**src/rtl/neuron_scheduler.sv**
```systemverilog
// neuron_scheduler
// ----------------
// Sweep controller for the tinyODIN neuron core. Each accepted presynaptic
// AER event or pending time-reference tick starts one sweep over all N
// neurons: a one-cycle PREFETCH, N UPDATE cycles and a one-cycle DONE. The
// neuron core reads neuron (count+1) on neuron_event_read_o, so PREFETCH drives
// count_o = N-1 to make the core fetch neuron 0 by wrap-around. Synaptic
// sweeps also fetch one synapse word per four neurons, one cycle ahead of use.
// Between sweeps the shared memories may be handed to the OBI slave port.
//
// Optional feature: NEURON_SCHED_BUS_FAIR_EN
//   When defined, a bus request seen in DONE earns one guaranteed grant in the
//   next IDLE cycle, ahead of pending ticks and AER events. When undefined,
//   the bus is served only when no tick or event is waiting.
//
// Ports
//   CLK, RST                 clock, synchronous active-high reset
//   aer_valid_i/ready_o      presynaptic event handshake
//   aer_addr_i               presynaptic neuron index (synapse row)
//   tick_i                   one-cycle time-reference pulse
//   bus_req_i / bus_gnt_o    OBI slave arbitration (grant is combinational)
//   neuron_event_read_o      neuron state read strobe
//   neuron_event_write_o     neuron state write-back strobe
//   neuron_tref_o            current sweep is a leak sweep
//   count_o                  neuron index
//   syn_rd_o / syn_addr_o    synapse word fetch, address {row, neuron[MSB:2]}
//   busy_o                   sweep in progress
//   sweep_done_o             one-cycle pulse at sweep end
//   tick_ovf_o               sticky: a tick was lost

module neuron_scheduler #(
    parameter int N = 256
) (
    input  logic                      CLK,
    input  logic                      RST,
    input  logic                      aer_valid_i,
    output logic                      aer_ready_o,
    input  logic [$clog2(N)-1:0]      aer_addr_i,
    input  logic                      tick_i,
    input  logic                      bus_req_i,
    output logic                      bus_gnt_o,
    output logic                      neuron_event_read_o,
    output logic                      neuron_event_write_o,
    output logic                      neuron_tref_o,
    output logic [$clog2(N)-1:0]      count_o,
    output logic                      syn_rd_o,
    output logic [2*$clog2(N)-3:0]    syn_addr_o,
    output logic                      busy_o,
    output logic                      sweep_done_o,
    output logic                      tick_ovf_o
);

    localparam int CW = $clog2(N);
    localparam int WW = CW - 2;
    localparam logic [CW-1:0] LAST = CW'(N - 1);

    localparam logic [1:0] S_IDLE     = 2'd0;
    localparam logic [1:0] S_PREFETCH = 2'd1;
    localparam logic [1:0] S_UPDATE   = 2'd2;
    localparam logic [1:0] S_DONE     = 2'd3;

    logic [1:0]    state;
    logic [CW-1:0] cnt;
    logic [CW-1:0] row;
    logic          tref_mode;
    logic          tick_pend;
    logic          tick_ovf;

    logic          idle;
    logic          fair_slot;
    logic          start_tick;
    logic          start_aer;
    logic          in_pre;
    logic          in_upd;
    logic [WW-1:0] word;

    // Every output is forced low while RST is asserted, not only after the
    // reset edge.
    assign idle = (state == S_IDLE) && !RST;

`ifdef NEURON_SCHED_BUS_FAIR_EN
    logic fair_pend;

    // One reserved IDLE cycle for the bus after a sweep that ended while the
    // bus was waiting; sweep starts are held off in that cycle.
    assign fair_slot = idle && fair_pend;

    always_ff @(posedge CLK) begin
        if (RST)
            fair_pend <= 1'b0;
        else if (state == S_DONE && bus_req_i)
            fair_pend <= 1'b1;
        else if (fair_slot)
            fair_pend <= 1'b0;
    end
`else
    assign fair_slot = 1'b0;
`endif

    // Start priority in IDLE: pending tick, then AER, then bus.
    assign start_tick  = idle && !fair_slot && tick_pend;
    assign bus_gnt_o   = fair_slot ? bus_req_i
                                   : (idle && bus_req_i && !tick_pend && !aer_valid_i);
    assign aer_ready_o = idle && !fair_slot && !tick_pend && !bus_gnt_o;
    assign start_aer   = aer_ready_o && aer_valid_i;

    always_ff @(posedge CLK) begin
        if (RST) begin
            state     <= S_IDLE;
            cnt       <= '0;
            row       <= '0;
            tref_mode <= 1'b0;
            tick_pend <= 1'b0;
            tick_ovf  <= 1'b0;
        end else begin
            // A tick in the same cycle as consumption re-arms the flag
            // without being counted as lost.
            tick_pend <= (tick_pend && !start_tick) || tick_i;
            if (tick_i && tick_pend && !start_tick)
                tick_ovf <= 1'b1;

            case (state)
                S_IDLE: begin
                    if (start_tick) begin
                        state     <= S_PREFETCH;
                        tref_mode <= 1'b1;
                        cnt       <= LAST;
                    end else if (start_aer) begin
                        state     <= S_PREFETCH;
                        tref_mode <= 1'b0;
                        row       <= aer_addr_i;
                        cnt       <= LAST;
                    end
                end
                S_PREFETCH: begin
                    state <= S_UPDATE;
                    cnt   <= cnt + CW'(1);      // N-1 wraps to neuron 0
                end
                S_UPDATE: begin
                    if (cnt == LAST) begin
                        state <= S_DONE;
                        cnt   <= '0;
                    end else begin
                        cnt <= cnt + CW'(1);
                    end
                end
                default: begin
                    state <= S_IDLE;
                end
            endcase
        end
    end

    assign in_pre = !RST && (state == S_PREFETCH);
    assign in_upd = !RST && (state == S_UPDATE);

    assign count_o              = (in_pre || in_upd) ? cnt : '0;
    assign neuron_event_read_o  = in_pre || (in_upd && cnt != LAST);
    assign neuron_event_write_o = in_upd;
    assign neuron_tref_o        = in_upd && tref_mode;

    // The word for neurons 4k..4k+3 is fetched while neuron 4k-1 is being
    // updated, so it is on the memory output exactly when neuron 4k arrives.
    // PREFETCH fetches word 0 for the same reason.
    assign syn_rd_o   = !tref_mode &&
                        (in_pre || (in_upd && cnt[1:0] == 2'b11 && cnt != LAST));
    assign word       = in_pre ? '0 : cnt[CW-1:2] + WW'(1);
    assign syn_addr_o = syn_rd_o ? {row, word} : '0;

    assign busy_o       = !RST && (state != S_IDLE);
    assign sweep_done_o = !RST && (state == S_DONE);
    assign tick_ovf_o   = !RST && tick_ovf;

endmodule

```
**config.mk**
```make
export PLATFORM = sky130hd
export DESIGN_NAME = neuron_scheduler
export DESIGN_NICKNAME = d
export VERILOG_FILES = /design/src/rtl/neuron_scheduler.sv
export SDC_FILE = /design/constraint.sdc
export NUM_CORES = 1
export LEC_CHECK = 0
export ABC_AREA = 1
export ABC_CLOCK_PERIOD_IN_PS = 2900
export CORE_AREA = 2 2 56 58
export DETAILED_ROUTE_END_ITERATION = 8
export DIE_AREA = 0 0 58 60
export PLACE_DENSITY = 0.82
export REMOVE_ABC_BUFFERS = 1
export SYNTH_ARGS = -nofsm -noshare
export SYNTH_HDL_FRONTEND = slang
export SYNTH_SLANG_ARGS = --single-unit
```
**constraint.sdc**
```tcl
create_clock -name CLK -period 2.9 [get_ports CLK]
set_clock_uncertainty 0.15 [all_clocks]
set_input_delay 0.58 -clock CLK [delete_from_list [all_inputs] [get_ports CLK]]
set_output_delay 0.58 -clock CLK [all_outputs]
set_load 0.01 [all_outputs]
```
# ---- Word-level counts from Yosys, hierarchy flattened
# Cells that the tools add are included.
dict set report totals {
  wordCells 69
  register_bits 21
  in_bits 13
  out_inout_bits 31
}
dict set report op_classes {
  bitwise 1
  muxes 13
  eq_ne 8
  n_addsub 2
  reduce_logical 39
}
# cell n
set ops {}
lappend ops {{2-to-1 mux 8 bit} 4}
lappend ops {{one-hot mux 8 bit (3 select lines)} 1}
lappend ops {{logical AND 1 bit} 21}
lappend ops {{2-to-1 mux 14 bit} 1}
lappend ops {{adder 8 x 1 -> 8 bit (second input constant)} 1}
lappend ops {{== test 8 bit (second input constant)} 1}
lappend ops {{inequality test 8 bit (second input constant)} 1}
lappend ops {{adder 6 x 1 -> 6 bit (second input constant)} 1}
lappend ops {{== test 2 bit (second input constant)} 3}
lappend ops {{logical NOT 1 bit} 6}
lappend ops {{2-to-1 mux 2 bit} 3}
lappend ops {{2-to-1 mux 6 bit} 1}
lappend ops {{one-hot mux 2 bit (3 select lines)} 1}
lappend ops {{AND reduction 2 bit} 3}
lappend ops {{logical OR 1 bit} 4}
lappend ops {{nonzero test 2 bit} 2}
lappend ops {{inequality test 3 bit (second input constant)} 1}
lappend ops {{AND reduction 3 bit} 1}
lappend ops {{nonzero test 3 bit} 1}
lappend ops {{== test 2 x 1 -> 1 bit (second input constant)} 1}
lappend ops {{logical NOT 2 bit} 1}
lappend ops {{2-to-1 mux 1 bit} 2}
lappend ops {{inequality test 2 bit (second input constant)} 1}
lappend ops {{NOT 1 bit} 1}

# ---- Longest topological paths before layout
# Gate-level depths: netlist (run 1).
dict set report logic_depth {
  word_depth 11
  depth_mapped 10
  ltp_nobuf 10
}

# ---- Least setup slack after synthesis (run 1)
# Ideal clock, no wire load.
dict set report synth_timing {
  path_type {input-to-output}
  startpoint {input RST}
  endpoint {output syn_addr_o[0]}
  path_stages 10
  path_buffers 1
  arrival_ns 1.402
  required_ns 2.170
  slack_ns 0.768
  cell_sequence {buf_6 > inv_2 > nand2_1 > nor2_1 > nand2_1 > nand2_2 > nand2_4 > inv_4 > nand2_4 > nor2_1}
}
dict set report synth_via {
  elab_chain_cells 7
  elab_cells_between_ends 9
  cone_classes {mux (2); reduce/logical (7)}
}
# item line_no
set synth_lines {}
lappend synth_lines {{from (decl)} 35} ;# input logic RST,
lappend synth_lines {{logical NOT 1 bit *} {154, 155}}
lappend synth_lines {{logical AND 1 bit} 155} ;# assign in_upd = !RST && (state == S_UPDATE);
lappend synth_lines {{logical AND 1 bit (2 in series)} 166} ;# (in_pre || (in_upd && cnt[1:0] == 2'b11 && cnt != LAST));
lappend synth_lines {{logical OR 1 bit *} 166}
lappend synth_lines {{logical AND 1 bit *} 165} ;# assign syn_rd_o = !tref_mode &&
lappend synth_lines {{named net syn_rd_o} 46} ;# output logic syn_rd_o,
lappend synth_lines {{2-to-1 mux 14 bit *} 168} ;# assign syn_addr_o = syn_rd_o ? {row, word} : '0;
lappend synth_lines {{to (decl)} 47} ;# output logic [2*$clog2(N)-3:0] syn_addr_o,
# The timed path passes the listed nets; every way through them passes the cells marked *.

# ---- Worst setup path in the final report (run 1)
dict set report layout_timing {
  startpoint {input RST}
  endpoint {output count_o[4]}
}
dict set report layout_via {
  elab_chain_cells 4
  elab_cells_between_ends 5
  cone_classes {mux (1); reduce/logical (4)}
}
# item line_no
set layout_lines {}
lappend layout_lines {{logical NOT 1 bit *} {154, 155}}
lappend layout_lines {{logical AND 1 bit, on equally long branches} {154, 155}}
lappend layout_lines {{logical OR 1 bit *} 157} ;# assign count_o = (in_pre || in_upd) ? cnt : '0;
lappend layout_lines {{2-to-1 mux 8 bit *} 157}
lappend layout_lines {{to (decl)} 45} ;# output logic [$clog2(N)-1:0] count_o,
# Mark *: on every way between the ends. The rest lies on a longest branch, timed or not.

==> results of run 1 <==
-- power by group through the flow --
stage	Clock, mW	Sequential (mW)	Combinational, mW
6_report	0.151	0.438	0.773
5_1_grt	0.166	0.452	0.882
4_1_cts	0.155	0.437	0.782
3_5_place_dp	0	0.444	0.786
3_3_place_gp	0	0.440	0.774
2_1_floorplan	0	0.431	0.520
-- cell usage after synthesis, drive strengths merged --
library cell  count  area share
a21oi            20       0.079
a31o              1      0.0065
buf               4       0.026
dfxtp            21        0.31
ha                7       0.065
inv              31       0.088
nand2            49        0.16
nand3             3       0.011
nor2             46        0.15
nor3              1      0.0037
o211ai            1      0.0055
o21ai            15       0.064
xnor2             1      0.0065
xor2              4       0.026
-- through the flow --
stage | power, mW | area [sq um] | TNS (ns) | hold slack [ns]
after CTS | 1.374 | 1893 | 0 | 0.3095
after global placement | 1.213 | 1876 | -0.2716 | 0.2864
final | 1.362 | 1927 | 0 | 0.3090
after detailed placement | 1.230 | 1876 | -0.4206 | 0.2910
after global routing | 1.500 | 1927 | 0 | 0.3405
after floorplan | 0.9509 | 1321 | 0 | 0.2781
-- sequential cells by signal, indices dropped and copies added, names as in the netlist --
name and flops:
state 2, tick_ovf 1, tick_pend 1, cnt 8, row 8, tref_mode 1
-- layer usage --
layer	vias up	GRT usage	part of all wire
li1	737	-	-
met1	606	0.2335	0.45
met2	38	0.3377	0.48
met3	2	0.03680	0.060
met4	0	0.06312	0.0092
met5	-	0	0
-- worst max-delay path, cell delays in order --
cell and delay (ns):
clkdlybuf4s50_1 0.43, inv_2 0.08, buf_4 0.11, o21ai_1 0.07, buf_4 0.16, nor2_1 0.10, clkdlybuf4s50_1 0.54
-- cells by family after synthesis --
kind of cell | Yosys count | synth area share
adders and majority gates | 7 | 0.06457
buffers and inverters | 35 | 0.1135
xor gates and xnor gates | 5 | 0.03229
DFF | 21 | 0.3100
and+or+nand+nor | 99 | 0.3247
AOI/OAI and AO/OA | 37 | 0.1550
-- path summary, 6_finish.rpt --
kind | from | end | slack [ns] | depth (start not counted)
worst max-delay path | RST | count_o[4] | 0.1 | 7
worst min register to register | row[2] | row[2] | 0.31 | 2
worst min-delay path | row[2] | row[2] | 0.31 | 2
worst max register to register | state[0] | row[1] | 1.03 | 10
-- area by class of cell --
cell class / instances / share of cell area
timing repair buffer: 54 / 0.2766
multi-input combinational: 148 / 0.4071
tap: 33 / 0.02143
clock inverter: 1 / 0.002597
sequential: 21 / 0.2188
inverter: 31 / 0.06169
clock buffer: 3 / 0.01169
==> flow_summary.json, run 1 <==
{
  "timing.final.crit_period_ns": 2.802,
  "p_clk_frac": 0.111,
  "gp_congestion": 0.8159,
  "clkTransAtPathRegs_ns": 0.13,
  "multiInputGateArea_sq_um": 784.5,
  "cts_buffer_depth": 2,
  "dieWidth_microns": 58,
  "synth-seq-cells": 21,
  "synth_cells": 204,
  "seqCellArea_sq_um": 421.7,
  "startpoint_type": "input port",
  "cts_root_buffer": "clkbuf_4",
  "cp_max_fo": 6,
  "setup_viol": 0,
  "dp_hpwl_microns": 2361,
  "vias_per_cell": 4.753,
  "ir_drop_v": 0.0004972,
  "preCtsSetupSlack_ns": -0.08021,
  "cts_buffers": 3,
  "die-area_sq_um": 3480,
  "timing.final.ws_setup_ns": 0.09811,
  "fmax_mhz": 356.9,
  "firstDrtPassIters": 4,
  "drt_wl_total_microns": 3053,
  "swShare": 0.4583,
  "grt_pass1_vias": 1312,
  "cts_tree": "done",
  "area_delta_synth_final_pct": 42.07,
  "die_h_microns": 60,
  "overflow": 0,
  "yosysSeqAreaShare": 0.3100,
  "antenna_left": 0,
  "place_inst": 287,
  "ioPinCount": 44,
  "core_area_sq_um": 2903,
  "critPathCaptureType": "primary output",
  "grt_pass1_wl_microns": 5285,
  "critPathKind": "in -> out",
  "outcome": "finished, final reports clean",
  "post_cts_buffers": 0,
  "mostFrequentLayoutCell": "nand2_1",
  "drtIter0Drc": 43,
  "yosysUniqueCellTypes": 26,
  "p_int_uw": 738.0,
  "synthesis.area_sq_um": 1356,
  "maxSlewViolCount": 0,
  "io_buffers": 43,
  "yosysWarnings": 0,
  "wire_per_inst_microns": 10.49,
  "worstSkewPairLatency_ns": 0.32,
  "ctsResizeCount": 8,
  "hold_path_class": "reg -> reg",
  "grt_usage": 0.1914,
  "fin_cells": 291,
  "max_slew.worst_pin.slew_ns": 0.2858,
  "relSlewSlack": 0.8088,
  "initial_core_util": 0.4672,
  "grt_antenna_before_repair": 0,
  "p_leak_nw": 1.073,
  "final_cell_mix": "nand2_1 (43), nor2_1 (42), inv_1 (28)",
  "row_count": 20,
  "cp.required_ns": 2.17,
  "avgSynthCellArea_sq_um": 6.649,
  "cts_max_level": 1,
  "cp.arrival_ns": 2.07,
  "num_vias": 1383,
  "p_switching_uw": 624.3,
  "drc": 0,
  "antenna_cells": 0,
  "drive_gt1_frac": 0.1395,
  "hold_viol": 0,
  "fillers": 283,
  "power_density_nw_per_um2": 707.0,
  "cts_sinks": 21,
  "layout.nets": 279,
  "timing.final.crit_share": 0.9662,
  "seqPwrFrac": 0.322,
  "grt_max_degree": 17,
  "power_frac_comb": 0.567,
  "utilization": 0.6638,
  "max-cap-violations": 0,
  "postCtsHoldBufs": 0,
  "grt_setup_unrepaired": "false"
}
Note: power is estimated with default switching activity, not from simulation.
==> inputs of run 2 (changes only) <==
Settings changed: ABC_CLOCK_PERIOD_IN_PS 2900 to 2950, CORE_AREA 2 2 56 58 to 2 2 58 60, DIE_AREA 0 0 58 60 to 0 0 60 62, PLACE_DENSITY 0.82 to 0.77, SLEW_MARGIN set to 40.
Clock period 2.9 ns to 2.95 ns, I/O delays scaled along.
==> flow_summary.json, run 2 (synthesized netlist as in run 1, its figures left out) <==
{
  "initial_core_util": 0.4266,
  "max-cap-violations": 0,
  "drt_wl_total_microns": 3018,
  "relSlewSlack": 0.8142,
  "grt_pass1_vias": 1180,
  "dp_hpwl_microns": 2374,
  "tns_ns": 0,
  "largestRegisters": "cnt x8, row x8, state x2",
  "grt_usage": 0.1706,
  "dieWidth_microns": 60,
  "io_buffers": 43,
  "vias_per_cell": 4.498,
  "postCtsHoldBufs": 0,
  "cts_sinks": 21,
  "setup_viol": 0,
  "drc": 0,
  "drive_gt1_frac": 0.1390,
  "min_path_cells": 2,
  "timing.final.crit_share": 0.9539,
  "cp_max_fo": 5,
  "timing.final.crit_period_ns": 2.814,
  "mostFrequentLayoutCell": "nand2_1",
  "fmax_mhz": 355.4,
  "core_area_sq_um": 3179,
  "multiInputGateArea_sq_um": 782.0,
  "worstSkewPairLatency_ns": 0.32,
  "firstDrtPassIters": 4,
  "final_cell_mix": "nand2_1 (43), nor2_1 (42), inv_1 (28)",
  "grt_setup_unrepaired": "false",
  "antenna_cells": 0,
  "clkTransAtPathRegs_ns": 0.13,
  "hold_path_class": "reg -> reg",
  "p_leak_nw": 1.052,
  "area_delta_synth_final_pct": 43.63,
  "crit_path_max_incr_delay_ns": 0.54,
  "critPathCaptureType": "primary output",
  "cp.arrival_ns": 2.07,
  "maxSlewViolCount": 0,
  "ir_drop_v": 0.0003025,
  "grt_max_degree": 17,
  "cts_buffer_depth": 2,
  "cp_slowest_cell": "clkdlybuf4s50_1",
  "crit_chain": "clkdlybuf4s50_1 > inv_2 > buf_4 > o21ai_1 > buf_4 > nor2_1 > clkdlybuf4s50_1",
  "wire_per_inst_microns": 9.895,
  "r2r_cells": 10,
  "die_h_microns": 62,
  "power_density_nw_per_um2": 686.1,
  "layout.nets": 280,
  "grt_pass1_wl_microns": 4843,
  "row_count": 21,
  "outcome": "finished, final reports clean",
  "hold_viol": 0,
  "cp.required_ns": 2.21,
  "gp_congestion": 0.8570,
  "cts_max_level": 1,
  "post_cts_buffers": 0,
  "place_inst": 301,
  "critPathKind": "in -> out",
  "grt_antenna_before_repair": 0,
  "utilization": 0.6128,
  "cts_root_buffer": "clkbuf_4",
  "die-area_sq_um": 3720,
  "cts_tree": "done",
  "cts_buffers": 3,
  "fillers": 311,
  "ioPinCount": 44,
  "overflow": 0,
  "antenna_left": 0,
  "max_slew.worst_pin.slew_ns": 0.2777,
  "drtIter0Drc": 69,
  "num_vias": 1372,
  "fin_cells": 305,
  "startpoint_type": "input port",
  "seqCellArea_sq_um": 421.7
}
## run 2: cell types whose count changed in the layout (fill, tap and decap cells not counted), sizes merged
| cell | before | now |
|---|---|---|
| buf | 11 | 12 |
| clkdlybuf4s50 | 23 | 26 |
| dlygate4sd2 | 8 | 6 |
| dlymetal6s2s | 12 | 11 |
## run 2: cell type report
| class | count | share of cell area |
|---|---|---|
| Multi-Input combinational cell | 148 | 0.4014 |
| Timing Repair Buffer | 55 | 0.2775 |
| Sequential cell | 21 | 0.2164 |
| Inverter | 31 | 0.06101 |
| Tap cell | 46 | 0.02954 |
| Clock buffer | 3 | 0.01156 |
| Clock inverter | 1 | 0.002569 |
## run 2: routing by layer
metal	up-vias	GRT usage	part of all wire
met2	41	0.2857	0.47
met4	0	0.09841	0.024
li1	742	-	-
met5	-	0	0
met3	8	0.02070	0.044
met1	581	0.2120	0.47
## run 2: final timing paths
| path | slack [ns] | start | endpoint |
|---|---|---|---|
| min reg2reg | 0.31 | row[2] | row[2] |
| min | 0.31 | row[2] | row[2] |
| max | 0.14 | RST | count_o[6] |
| max reg2reg | 1.11 | state[0] | row[3] |
## run 2: through the flow
stage / cell area (sq um) / setup slack (ns) / hold slack, ns / total power [mW]
finish: 1948 / 0.1359 / 0.3094 / 1.337
global route: 1948 / 0.002652 / 0.3336 / 1.460
CTS: 1921 / 0.01189 / 0.3115 / 1.351
detailed placement: 1899 / -0.04414 / 0.2925 / 1.209
global placement: 1899 / -0.01733 / 0.2881 / 1.197
floorplan: 1321 / 0.7333 / 0.2781 / 0.9348
## run 2: power by group
group / leakage, nW / switching, mW / total, mW / internal, mW
sequential: 0.174 / 0.0670 / 0.431 / 0.364
combinational: 0.861 / 0.445 / 0.761 / 0.316
clock: 0.0177 / 0.0937 / 0.144 / 0.0507
## run 2: what timing repair did
item | 4_1_cts | 5_1_grt
gates resized for setup | 7 | 11
hold endpoints to repair | 0 | 0
setup endpoints to repair | 7 | 11
## run 2: critical path: cells and delay by family
family          cells  cell delay [ns]
simple gates        1             0.09
compound gates      1             0.07
buf+inv             5             1.32
==> inputs of run 3 (changes only) <==
--- a/config.mk
+++ b/config.mk
@@ -10,2 +10,3 @@
 export CORE_AREA = 2 2 58 60
+export CTS_BUF_LIST = sky130_fd_sc_hd__clkbuf_16
 export DETAILED_ROUTE_END_ITERATION = 8
--- a/constraint.sdc
+++ b/constraint.sdc
@@ -4,2 +4,2 @@
 set_output_delay 0.59 -clock CLK [all_outputs]
-set_load 0.01 [all_outputs]
+set_load 0.05 [all_outputs]
==> flow_summary.json, run 3 (synthesized netlist as in run 1, its figures left out) <==
{
  "outcome": "finished, final reports clean",
  "startpoint_type": "input port",
  "io_buffers": 43,
  "grt_pass1_vias": 1339,
  "antenna_cells": 0,
  "r2r_slack_ns": 1.14,
  "timing.final.crit_share": 0.9594,
  "max_slew.worst_pin.slew_ns": 0.3560,
  "grt_max_degree": 19,
  "timing.final.crit_period_ns": 2.830,
  "critical_path_buf_inv_count": 4,
  "cp_max_fo": 10,
  "critPathTopFamily": "buffers and inverters",
  "cts_buffer_depth": 2,
  "preCtsSetupSlack_ns": 0.1481,
  "max-cap-violations": 0,
  "r2r_cells": 8,
  "reg2reg_from": "cnt[3]",
  "worstSkewPairLatency_ns": 0.25,
  "hp-start": "row[5]",
  "grt_usage": 0.1992,
  "ioPinCount": 44,
  "firstDrtPassIters": 4,
  "maxSlewViolCount": 0,
  "p_total_mw": 1.763,
  "grt_setup_unrepaired": "true",
  "hold_path_class": "reg -> reg",
  "core_area_sq_um": 3179,
  "final_cell_mix": "nand2_1 (43), nor2_1 (41), buf_12 (31)",
  "antenna_left": 0,
  "largestRegisters": "cnt x8, row x8, state x2",
  "cts_buffers": 3,
  "overflow": 0,
  "grt_antenna_before_repair": 0,
  "dp_hpwl_microns": 2501,
  "gp_congestion": 0.8138,
  "timing.final.ws_setup_ns": 0.1199,
  "wire_per_inst_microns": 11.05,
  "ir_drop_v": 0.0005236,
  "r2r_end": "cnt[5]",
  "power_density_nw_per_um2": 789.6,
  "seqCellArea_sq_um": 420.4,
  "mostFrequentLayoutCell": "nand2_1",
  "cts_max_level": 1,
  "cts_root_buffer": "clkbuf_16",
  "min_path_cells": 2,
  "dieWidth_microns": 60,
  "initial_core_util": 0.4266,
  "drive_gt1_frac": 0.2351,
  "critPathKind": "in -> out",
  "vias_per_cell": 4.737,
  "critPathCaptureType": "primary output",
  "grt_pass1_wl_microns": 5568,
  "die_h_microns": 62,
  "crit_chain": "clkdlybuf4s50_1 > inv_2 > nand2_1 > nor2_1 > nand2_1 > nand2_2 > nand2_4 > inv_4 > nand2_4 > nor2_1 > buf_12",
  "cp.required_ns": 2.21,
  "multiInputGateArea_sq_um": 784.5,
  "drc": 0,
  "cp_slowest_cell": "clkdlybuf4s50_1",
  "clkTransAtPathRegs_ns": 0.06,
  "cp.arrival_ns": 2.09,
  "hold_viol": 0,
  "drt_wl_total_microns": 3281,
  "die-area_sq_um": 3720,
  "row_count": 21,
  "area_delta_synth_final_pct": 64.58,
  "drtIter0Drc": 50,
  "num_vias": 1407,
  "setup_viol": 0,
  "fillers": 246,
  "crit_path_max_incr_delay_ns": 0.44,
  "relSlewSlack": 0.7608,
  "fmax_mhz": 353.3,
  "cts_tree": "done",
  "p_leak_nw": 0.9574,
  "cts_sinks": 21,
  "holdPathEnd": "row[5]",
  "layout.nets": 272
}
==> run 3: changes by cell type in the layout (fill, tap and decap cells not counted) <==
cell             previous run  this run
clkdlybuf4s50_1            26        12
dfxtp_2                     1         0
nor2_1                     42        41
dlymetal6s2s_1             11         0
dlygate4sd2_1               6         0
buf_4                      12         4
buf_12                      0        31
nor2_2                      1         2
dfxtp_1                    20        21
clkbuf_4                    3         0
clkbuf_16                   0         3
==> run 3: metal layers <==
layer,part of all wire,global-route usage,routed length [microns],up-vias
met1,0.43,0.2273,1395,638
met5,0,0,0,-
met3,0.042,0.03934,137,6
met4,0.013,0.1016,42,0
li1,-,-,-,726
met2,0.52,0.3540,1705,37
==> run 3: per-stage QoR <==
| stage | utilization | cells | TNS (ns) | area, sq um | hold WS [ns] |
|---|---|---|---|---|---|
| 2_1_floorplan | - | 200 | -0.06888 | 1321 | 0.2781 |
| 6_report | 0.7021 | 297 | 0 | 2232 | 0.2968 |
| 3_3_place_gp | 0.6761 | 293 | 0 | 2150 | 0.2848 |
| 3_5_place_dp | 0.6761 | 293 | 0 | 2150 | 0.2917 |
| 4_1_cts | 0.7013 | 297 | 0 | 2230 | 0.3005 |
| 5_1_grt | 0.7021 | 297 | -0.1735 | 2232 | 0.3212 |
==> run 3: power breakdown <==
part | internal (mW) | switching, mW
sequential | 0.363 | 0.0712
combinational | 0.400 | 0.639
clock | 0.182 | 0.107
==> run 3: tightest hold or removal path, delay by kind of cell (launching register included) <==
kind | cells | cell delay, ns
flops | 1 | 0.30
compound gates | 1 | 0.05
buf+inv | 1 | 0.06
==> run 3: how the worst max path moves through the flow <==
stage / to / startpoint / depth (start not counted) / slack, ns
5_1_grt: syn_addr_o[4] / RST / 11 / -0.05
2_1_floorplan: aer_ready_o / state[0] / 9 / -0.07
3_3_place_gp: aer_ready_o / RST / 9 / 0.21
4_1_cts: syn_addr_o[4] / RST / 11 / 0.11
3_5_place_dp: syn_addr_o[4] / RST / 11 / 0.15
6_report: syn_addr_o[0] / RST / 11 / 0.12
==> run 3: layout make-up <==
type                    instances  area share
clock buffers                   3     0.03363
inverters                      31     0.05325
repair buffers                 47      0.3453
clock inverters                 1    0.002242
flip-flops and latches         21      0.1883
well taps                      46     0.02578
multi-input cells             148      0.3515
==> run 3: timing repair <==
| item | 4_1_cts | 5_1_grt |
|---|---|---|
| setup buffers | 0 | 0 |
| hold buffers | 0 | 0 |
| resized for setup | 0 | 1 |
| setup endpoints to repair | 0 | 5 |
